## src/rtl/alu_operand_stage.sv

```systemverilog
// ID/EX operand stage: holds one decoded instruction, forwards EX/MEM and MEM/WB
// results into the ALU operands, and inserts a bubble on load-use hazards.
module alu_operand_stage #(
    parameter int XLEN = 32,
    parameter int CNTW = 16
) (
    input  logic            clk,
    input  logic            reset_n,
    input  logic            in_valid,
    output logic            in_ready,
    input  logic [4:0]      in_rs1_addr,
    input  logic [4:0]      in_rs2_addr,
    input  logic [4:0]      in_rd_addr,
    input  logic [XLEN-1:0] in_rs1_data,
    input  logic [XLEN-1:0] in_rs2_data,
    input  logic [XLEN-1:0] in_imm,
    input  logic            in_alusrc,
    input  logic [3:0]      in_aluctrl,
    input  logic            in_regwrite,
    input  logic            in_memread,
    input  logic            in_memwrite,
    input  logic            exmem_regwrite,
    input  logic [4:0]      exmem_rd,
    input  logic [XLEN-1:0] exmem_result,
    input  logic            memwb_regwrite,
    input  logic [4:0]      memwb_rd,
    input  logic [XLEN-1:0] memwb_result,
    input  logic            flush,
    output logic            out_valid,
    input  logic            out_ready,
    output logic [XLEN-1:0] alu_a,
    output logic [XLEN-1:0] alu_b,
    output logic [3:0]      alu_ctrl,
    output logic [XLEN-1:0] out_store_data,
    output logic [4:0]      out_rd,
    output logic            out_regwrite,
    output logic            out_memread,
    output logic            out_memwrite,
    output logic [CNTW-1:0] stall_count
);

    logic            r_vld_p1;
    logic [4:0]      r_rs1_addr_p1;
    logic [4:0]      r_rs2_addr_p1;
    logic [4:0]      r_rd_p1;
    logic [XLEN-1:0] r_rs1_data_p1;
    logic [XLEN-1:0] r_rs2_data_p1;
    logic [XLEN-1:0] r_imm_p1;
    logic            r_alusrc_p1;
    logic [3:0]      r_aluctrl_p1;
    logic            r_regwrite_p1;
    logic            r_memread_p1;
    logic            r_memwrite_p1;
    logic [CNTW-1:0] r_stall_cnt;

    logic            w_adv;
    logic            w_haz;
    logic            w_rs1_hit;
    logic            w_rs2_hit;
    logic [XLEN-1:0] w_fwd_a;
    logic [XLEN-1:0] w_fwd_b;

    function automatic logic [CNTW-1:0] sat_inc(input logic [CNTW-1:0] v);
        if (&v) return v;
        return v + {{(CNTW-1){1'b0}}, 1'b1};
    endfunction

    // Youngest producer wins; x0 is hard-wired zero and never forwarded.
    function automatic logic [XLEN-1:0] fwd_sel(
        input logic [4:0]      addr,
        input logic [XLEN-1:0] rf_data,
        input logic            ex_we,
        input logic [4:0]      ex_rd,
        input logic [XLEN-1:0] ex_res,
        input logic            wb_we,
        input logic [4:0]      wb_rd,
        input logic [XLEN-1:0] wb_res
    );
        if (ex_we && (ex_rd != 5'd0) && (ex_rd == addr)) return ex_res;
        if (wb_we && (wb_rd != 5'd0) && (wb_rd == addr)) return wb_res;
        return rf_data;
    endfunction

    // Stage p0: hazard detection and handshake against the incoming instruction
    always_comb begin
        w_adv     = !r_vld_p1 || out_ready;
        w_rs1_hit = (r_rd_p1 == in_rs1_addr);
        w_rs2_hit = (r_rd_p1 == in_rs2_addr) && (!in_alusrc || in_memwrite);
        w_haz     = in_valid && r_vld_p1 && r_memread_p1 && (r_rd_p1 != 5'd0)
                    && (w_rs1_hit || w_rs2_hit);
        in_ready  = flush || (w_adv && !w_haz);
    end

    // Stage p0 -> p1: holding register; flush overrides both bubble and capture
    always_ff @(posedge clk) begin
        if (!reset_n) begin
            r_vld_p1      <= 1'b0;
            r_rs1_addr_p1 <= '0;
            r_rs2_addr_p1 <= '0;
            r_rd_p1       <= '0;
            r_rs1_data_p1 <= '0;
            r_rs2_data_p1 <= '0;
            r_imm_p1      <= '0;
            r_alusrc_p1   <= 1'b0;
            r_aluctrl_p1  <= '0;
            r_regwrite_p1 <= 1'b0;
            r_memread_p1  <= 1'b0;
            r_memwrite_p1 <= 1'b0;
            r_stall_cnt   <= '0;
        end else if (flush) begin
            r_vld_p1 <= 1'b0;
        end else if (w_adv) begin
            if (w_haz) begin
                r_vld_p1    <= 1'b0;
                r_stall_cnt <= sat_inc(r_stall_cnt);
            end else begin
                r_vld_p1 <= in_valid;
                // Data fields only move on a real instruction so idle outputs keep their last values.
                if (in_valid) begin
                    r_rs1_addr_p1 <= in_rs1_addr;
                    r_rs2_addr_p1 <= in_rs2_addr;
                    r_rd_p1       <= in_rd_addr;
                    r_rs1_data_p1 <= in_rs1_data;
                    r_rs2_data_p1 <= in_rs2_data;
                    r_imm_p1      <= in_imm;
                    r_alusrc_p1   <= in_alusrc;
                    r_aluctrl_p1  <= in_aluctrl;
                    r_regwrite_p1 <= in_regwrite;
                    r_memread_p1  <= in_memread;
                    r_memwrite_p1 <= in_memwrite;
                end
            end
        end
    end

    // Stage p1: operand forwarding into the ALU
    always_comb begin
        w_fwd_a = fwd_sel(r_rs1_addr_p1, r_rs1_data_p1, exmem_regwrite, exmem_rd,
                          exmem_result, memwb_regwrite, memwb_rd, memwb_result);
        w_fwd_b = fwd_sel(r_rs2_addr_p1, r_rs2_data_p1, exmem_regwrite, exmem_rd,
                          exmem_result, memwb_regwrite, memwb_rd, memwb_result);
    end

    assign out_valid      = r_vld_p1;
    assign alu_a          = w_fwd_a;
    assign alu_b          = r_alusrc_p1 ? r_imm_p1 : w_fwd_b;
    assign out_store_data = w_fwd_b;
    assign alu_ctrl       = r_aluctrl_p1;
    assign out_rd         = r_rd_p1;
    assign out_regwrite   = r_regwrite_p1;
    assign out_memread    = r_memread_p1;
    assign out_memwrite   = r_memwrite_p1;
    assign stall_count    = r_stall_cnt;

endmodule

```

## config.mk

```make
export PLATFORM = sky130hd
export DESIGN_NAME = alu_operand_stage
export DESIGN_NICKNAME = d
export VERILOG_FILES = /design/src/rtl/alu_operand_stage.sv
export SDC_FILE = /design/constraint.sdc
export NUM_CORES = 1
export LEC_CHECK = 0
export CORE_MARGIN = 8
export CORE_UTILIZATION = 39
export DETAILED_ROUTE_END_ITERATION = 16
export PLACE_DENSITY_LB_ADDON = 0.05
export SLEW_MARGIN = 0
export SYNTH_ARGS = -nofsm -noshare
export SYNTH_HDL_FRONTEND = slang
export SYNTH_SLANG_ARGS = --single-unit
```

## constraint.sdc

```tcl
create_clock -name clk -period 2.29 [get_ports clk]
set_input_delay 0.458 -clock clk [delete_from_list [all_inputs] [get_ports clk]]
set_output_delay 0.458 -clock clk [all_outputs]
set_load 0.01 [all_outputs]
```

## After elaboration in Yosys (flattened, before gate mapping)

Cells that the tools add are included.

| storage, ports and cells | value |
|---|---|
| bits in registers | 136 |
| input bits | 200 |
| output and inout bits | 126 |
| logic and storage cells | 72 |

| cells by class | value |
|---|---|
| add/sub/neg operators | 1 |
| equal/unequal tests | 7 |
| muxes and demuxes | 22 |
| bitwise gates (word level) | 3 |
| reduce and logical (&&, ||, !) cells | 26 |

Operators with widths:

| operator | number |
|---|---|
| 32-bit two-way mux | 9 |
| 5-bit == test | 6 |
| 16-bit by 1-bit adder with 16-bit output (second input constant) | 1 |
| 16-bit two-way mux | 1 |
| 16-bit AND reduction | 1 |
| 5-bit nonzero test | 3 |
| 1-bit logical AND | 12 |
| 1-bit two-way mux | 12 |
| 4-bit AND reduction | 2 |
| 1-bit logical OR | 4 |
| 1-bit logical NOT | 3 |
| 1-bit inverter | 3 |
| 2-bit inequality test (second input constant) | 1 |
| 2-bit OR reduction | 1 |

## Longest topological paths before layout

| depth | value |
|---|---|
| depth in word-level cells | 11 |
| mapped depth | 9 |
| gate-level depth less buffers | 6 |

## Worst setup path after synthesis

No wires, ideal clock.

| timing | value |
|---|---|
| path type | input to output |
| start | input exmem_rd[1] |
| end | output alu_b[11] |
| arrival time | 2.080 ns |
| data required time | 1.832 ns |
| path slack | -0.248 ns |
| stages on the path | 8 |
| path buffers | 2 |
| cells stage by stage | or4_1 o21ai_2 or4_1 buf_4 buf_6 nor2_1 a31oi_1 mux2_2 |

| on the way | value |
|---|---|
| cells in the longest elaborated chain, start to end | 6 |
| elaborated cells between the ends (all ways) | 7 |
| classes of those cells | eq/ne: 1; mux: 3; reduce/logical: 3 |

Ends and longest elaborated chain:

| item | line | source |
|---|---|---|
| from (decl) | 23 | `input logic [4:0] exmem_rd,` |
| 5-bit nonzero test | 79 | `if (ex_we && (ex_rd != 5'd0) && (ex_rd == addr)) return ex_res;` |
| 1-bit logical AND | 79 |  |
| 1-bit logical AND (*) | 79 |  |
| 1-bit two-way mux (*) | 79 |  |
| 32-bit two-way mux (*) | 80 | `if (wb_we && (wb_rd != 5'd0) && (wb_rd == addr)) return wb_res;` |
| named net out_store_data[11] | 34 | `output logic [XLEN-1:0] out_store_data,` |
| 32-bit two-way mux (*) | 146 | `assign alu_b = r_alusrc_p1 ? r_imm_p1 : w_fwd_b;` |
| to (decl) | 32 | `output logic [XLEN-1:0] alu_b,` |

Mark *: on every way through the listed nets, which the timed path passes. The rest lies on a longest branch.

## Final worst setup path

| timing | value |
|---|---|
| start | register r_rs2_addr_p1[4] |
| end | output alu_b[9] |

| on the way | value |
|---|---|
| cells in the longest elaborated chain, start to end | 7 |
| elaborated cells between the ends (all ways) | 11 |
| classes of those cells | eq/ne: 2; mux: 7; reduce/logical: 2 |

Ends and longest elaborated chain:

| item | line | source |
|---|---|---|
| from (decl) | 44 | `logic [4:0] r_rs2_addr_p1;` |
| from (signal assigned) | 121 | `r_rs2_addr_p1 <= in_rs2_addr;` |
| 5-bit == test | 80 |  |
| 1-bit logical AND | 80 |  |
| 1-bit two-way mux (2 in series) | 80 |  |
| 32-bit two-way mux | 81 | `return rf_data;` |
| 32-bit two-way mux (*) | 80 |  |
| 32-bit two-way mux (*) | 146 |  |

Mark *: on every way between the ends. The rest lies on a longest branch, timed or not. The select of a mux whose other input is x is not followed.

==> results <==
-- final timing paths --
kind                          from               end  slack [ps]  depth (start not counted)
setup / recovery  r_rs2_addr_p1[4]          alu_b[9]        -790                         10
hold / removal      in_rs1_addr[2]  r_rs1_addr_p1[2]         330                          3
hold reg to reg        alu_ctrl[2]       alu_ctrl[2]         450                          2
setup reg to reg         out_rd[1]    stall_count[8]         180                         10
-- kinds of logic after synthesis --
group           share of synthesized area
xor+xnor                           0.0406
compound gates                      0.177
simple gates                        0.255
flops                               0.371
fa+ha+maj                         0.00171
buf+inv                            0.0602
mux                                0.0942
-- state kept, by name, summed over array words and instances, names as in the netlist --
register	flops
out_memwrite	1
r_rs1_data_p1	32
out_regwrite	1
out_rd	5
out_memread	1
out_valid	1
r_imm_p1	32
stall_count	16
r_rs2_data_p1	32
r_rs1_addr_p1	5
alu_ctrl	4
r_rs2_addr_p1	5
r_alusrc_p1	1
-- power groups by stage --
stage               sequential (mW)  combinational [mW]  clock (mW)
floorplan                      2.58               0.545           0
global placement               2.59                1.44           0
detailed placement             2.59                1.45           0
CTS                            2.55                1.55        2.67
global route                   2.56                1.75        2.79
finish                         2.55                1.65        2.64
-- through the flow --
stage	TNS [ps]	area [um^2]	hold WS, ps	std cells
final	-56730	14100	332	1667
after global routing	-63790	14100	330	1667
after CTS	-60460	13500	342	1646
after detailed placement	-117440	11800	450	1555
after global placement	-115220	11800	443	1555
after floorplan	-8670	7590	429	964
-- metal layers --
metal	GRT usage	wire length (um)	vias up
met4	0.135	1540	0
met1	0.298	13200	4229
met5	0	0	-
met3	0.0798	2480	90
li1	-	-	4264
met2	0.459	16800	360
-- worst reg2reg max path, stage by stage (launching register included) --
cell      delay [ps]
dfxtp_4          370
xnor2_1          150
nand4_1          170
o22ai_2          190
buf_4            140
buf_4            130
nand2_1           60
buf_4            190
buf_4            150
o311ai_0         290
o41ai_1          130
-- synth_stat cells (4+ instances only) --
master,count,area [um^2]
a21oi_1,12,60.1
a31oi_1,10,62.6
a31oi_2,22,275
and4_1,4,35.0
buf_2,20,100
buf_4,6,45.0
buf_6,8,90.1
clkbuf_1,48,180
dfxtp_1,136,2720
inv_1,5,18.8
mux2_2,32,360
mux2i_1,33,330
nand2_1,225,845
nand3_1,130,651
nand4_1,4,25.0
nor2_1,39,146
o21ai_0,152,761
o31ai_1,8,60.1
or4_1,11,82.6
xnor2_1,20,175
xor2_1,14,123
-- area by class of cell --
type	count	area (um^2)	area share
Clock buffer	17	425	0.0302
Timing Repair Buffer	512	5300	0.376
Tap cell	234	293	0.0208
Antenna cell	9	22.5	0.00160
Sequential cell	136	2740	0.195
Inverter	5	18.8	0.00133
Multi-Input combinational cell	739	5160	0.366
Clock inverter	15	129	0.00914
-- timing repair --
item	in CTS	in global routing
buffers inserted	48	22
gates resized for setup	600	164
pin swaps	35	42
endpoints found under the setup margin	97	97
gates cloned	16	5
==> results.md <==
* Comb pwr share at 0.242
* Pleak at 5.41 nW
* Syn. warnings at 0
* Worst Setup End Kind: primary output
* CTS root buf: clkbuf_16
* Final HPWL DP at 21.7 mm
* Failing checks: negative setup slack
* Setup slack after layout at -791 ps
* Drt drc at 0
* Post-Synthesis Cells at 964
* Hold crit path type: primary input to flop
* Hold buffer count at cts at 0
* IO buf count at 325
* CP bufs+invs at 4
* Share of cells above drive strength 1 at 0.350
* Post-route minimum period at 3080 ps
* Switching power at 1.98 mW
* Clk slew on worst S/H paths at 60 ps
* Crit-path cells: xnor2_2 -> nand3_1 -> or4_4 -> buf_12 -> buf_12 -> nor2_4 -> a31oi_4 -> buf_6 -> mux2_4 -> buf_6
* Net Sw Frac at 0.290
* Final WL at 34.0 mm
* Status: complete, but fails checks
* Final Max Slew Viols at 0
* GRT Resource Usage Total at 0.268
* Post-layout util at 0.758
* First-pass GRT wire length at 49.6 mm
* Register area share after synthesis at 0.371
* 1st-iter DRT viols at 381
* Die Span Y at 153 um
* Setup crit start kind: flop
* Final ANT Viol Nets at 0
* Clock network power share at 0.386
* GP Congestion at 0.893
* Worst slew pin tran at 511 ps
* Fmax at 0.325 GHz
* Starting utilization of the core area at 0.395
* Crit path largest cell delay at 640 ps
* Most frequent cells in the layout: clkdlybuf4s50_1 (207), nand2_1 (180), nand3_1 (128), dfxtp_1 (125), o21ai_0 (120)
* Core Region at 0.0186 mm^2
* CTS H-tree depth at 4
* Largest net degree at the start of global routing at 97
* Syn nets at 1165
* Synth unique cells at 40
* CP required at 1830 ps
* DR vias at 8943
* Fill cells at 1330
* Post-synthesis cell area at 0.00733 mm^2
* Cell at the slowest stage of the critical path: or4_4
* Total congestion overflow at 0
* Fin. Hold Viols at 0
* Latest clock arrival within the worst-skew pair at 420 ps
* Worst slack at placement at -1250 ps
* Final period util at 1.35
* Die area at 0.0234 mm^2
* # nets final at 1612
* Most common cell after layout, fill and taps aside: clkdlybuf4s50_1
* Setup Skew at 11.7 ps
* Drt via density at 5.36
* Initial antenna violation count at 9
* Slew margin rel. at 0.659
* Pwr dens at 486 mW/mm^2
* CTS max path bufs at 2
* CTS tree: done
* Layout area overhead at 92.2%
* RSZ-0062 raised after global routing: yes
* Io pins at 326
* Ys async rst share at 0
* Maxcap violations at 0
* Most used DFF post-synth: dfxtp_1
* Post-synth EDFFs at 0
* Worst EP arrival at 2620 ps
* Peak VDD IR at 542 uV
* Seq pwr share at 0.373
* Clk sinks at 136
* DR pass1 iterations at 5
* Die X at 153 um
* Internal at 4.86 mW
* Pwr Total at 6.84 mW
* Average wire per standard cell at 20.4 um
* Kind of critical path: flop to primary output
* Crit Path Max Fanout at 7
* Worst path top cell family by delay: simple AND/OR/NAND/NOR gates
* Final setup viols at 96
* FP Rows at 50
* Number of global-route vias before repair at 8937
* Cts bufs inserted at 17
* Avg Inst Size Synth at 7.61 um^2
* FF+latch count, synth at 136
(Power assumes the default switching activity.)
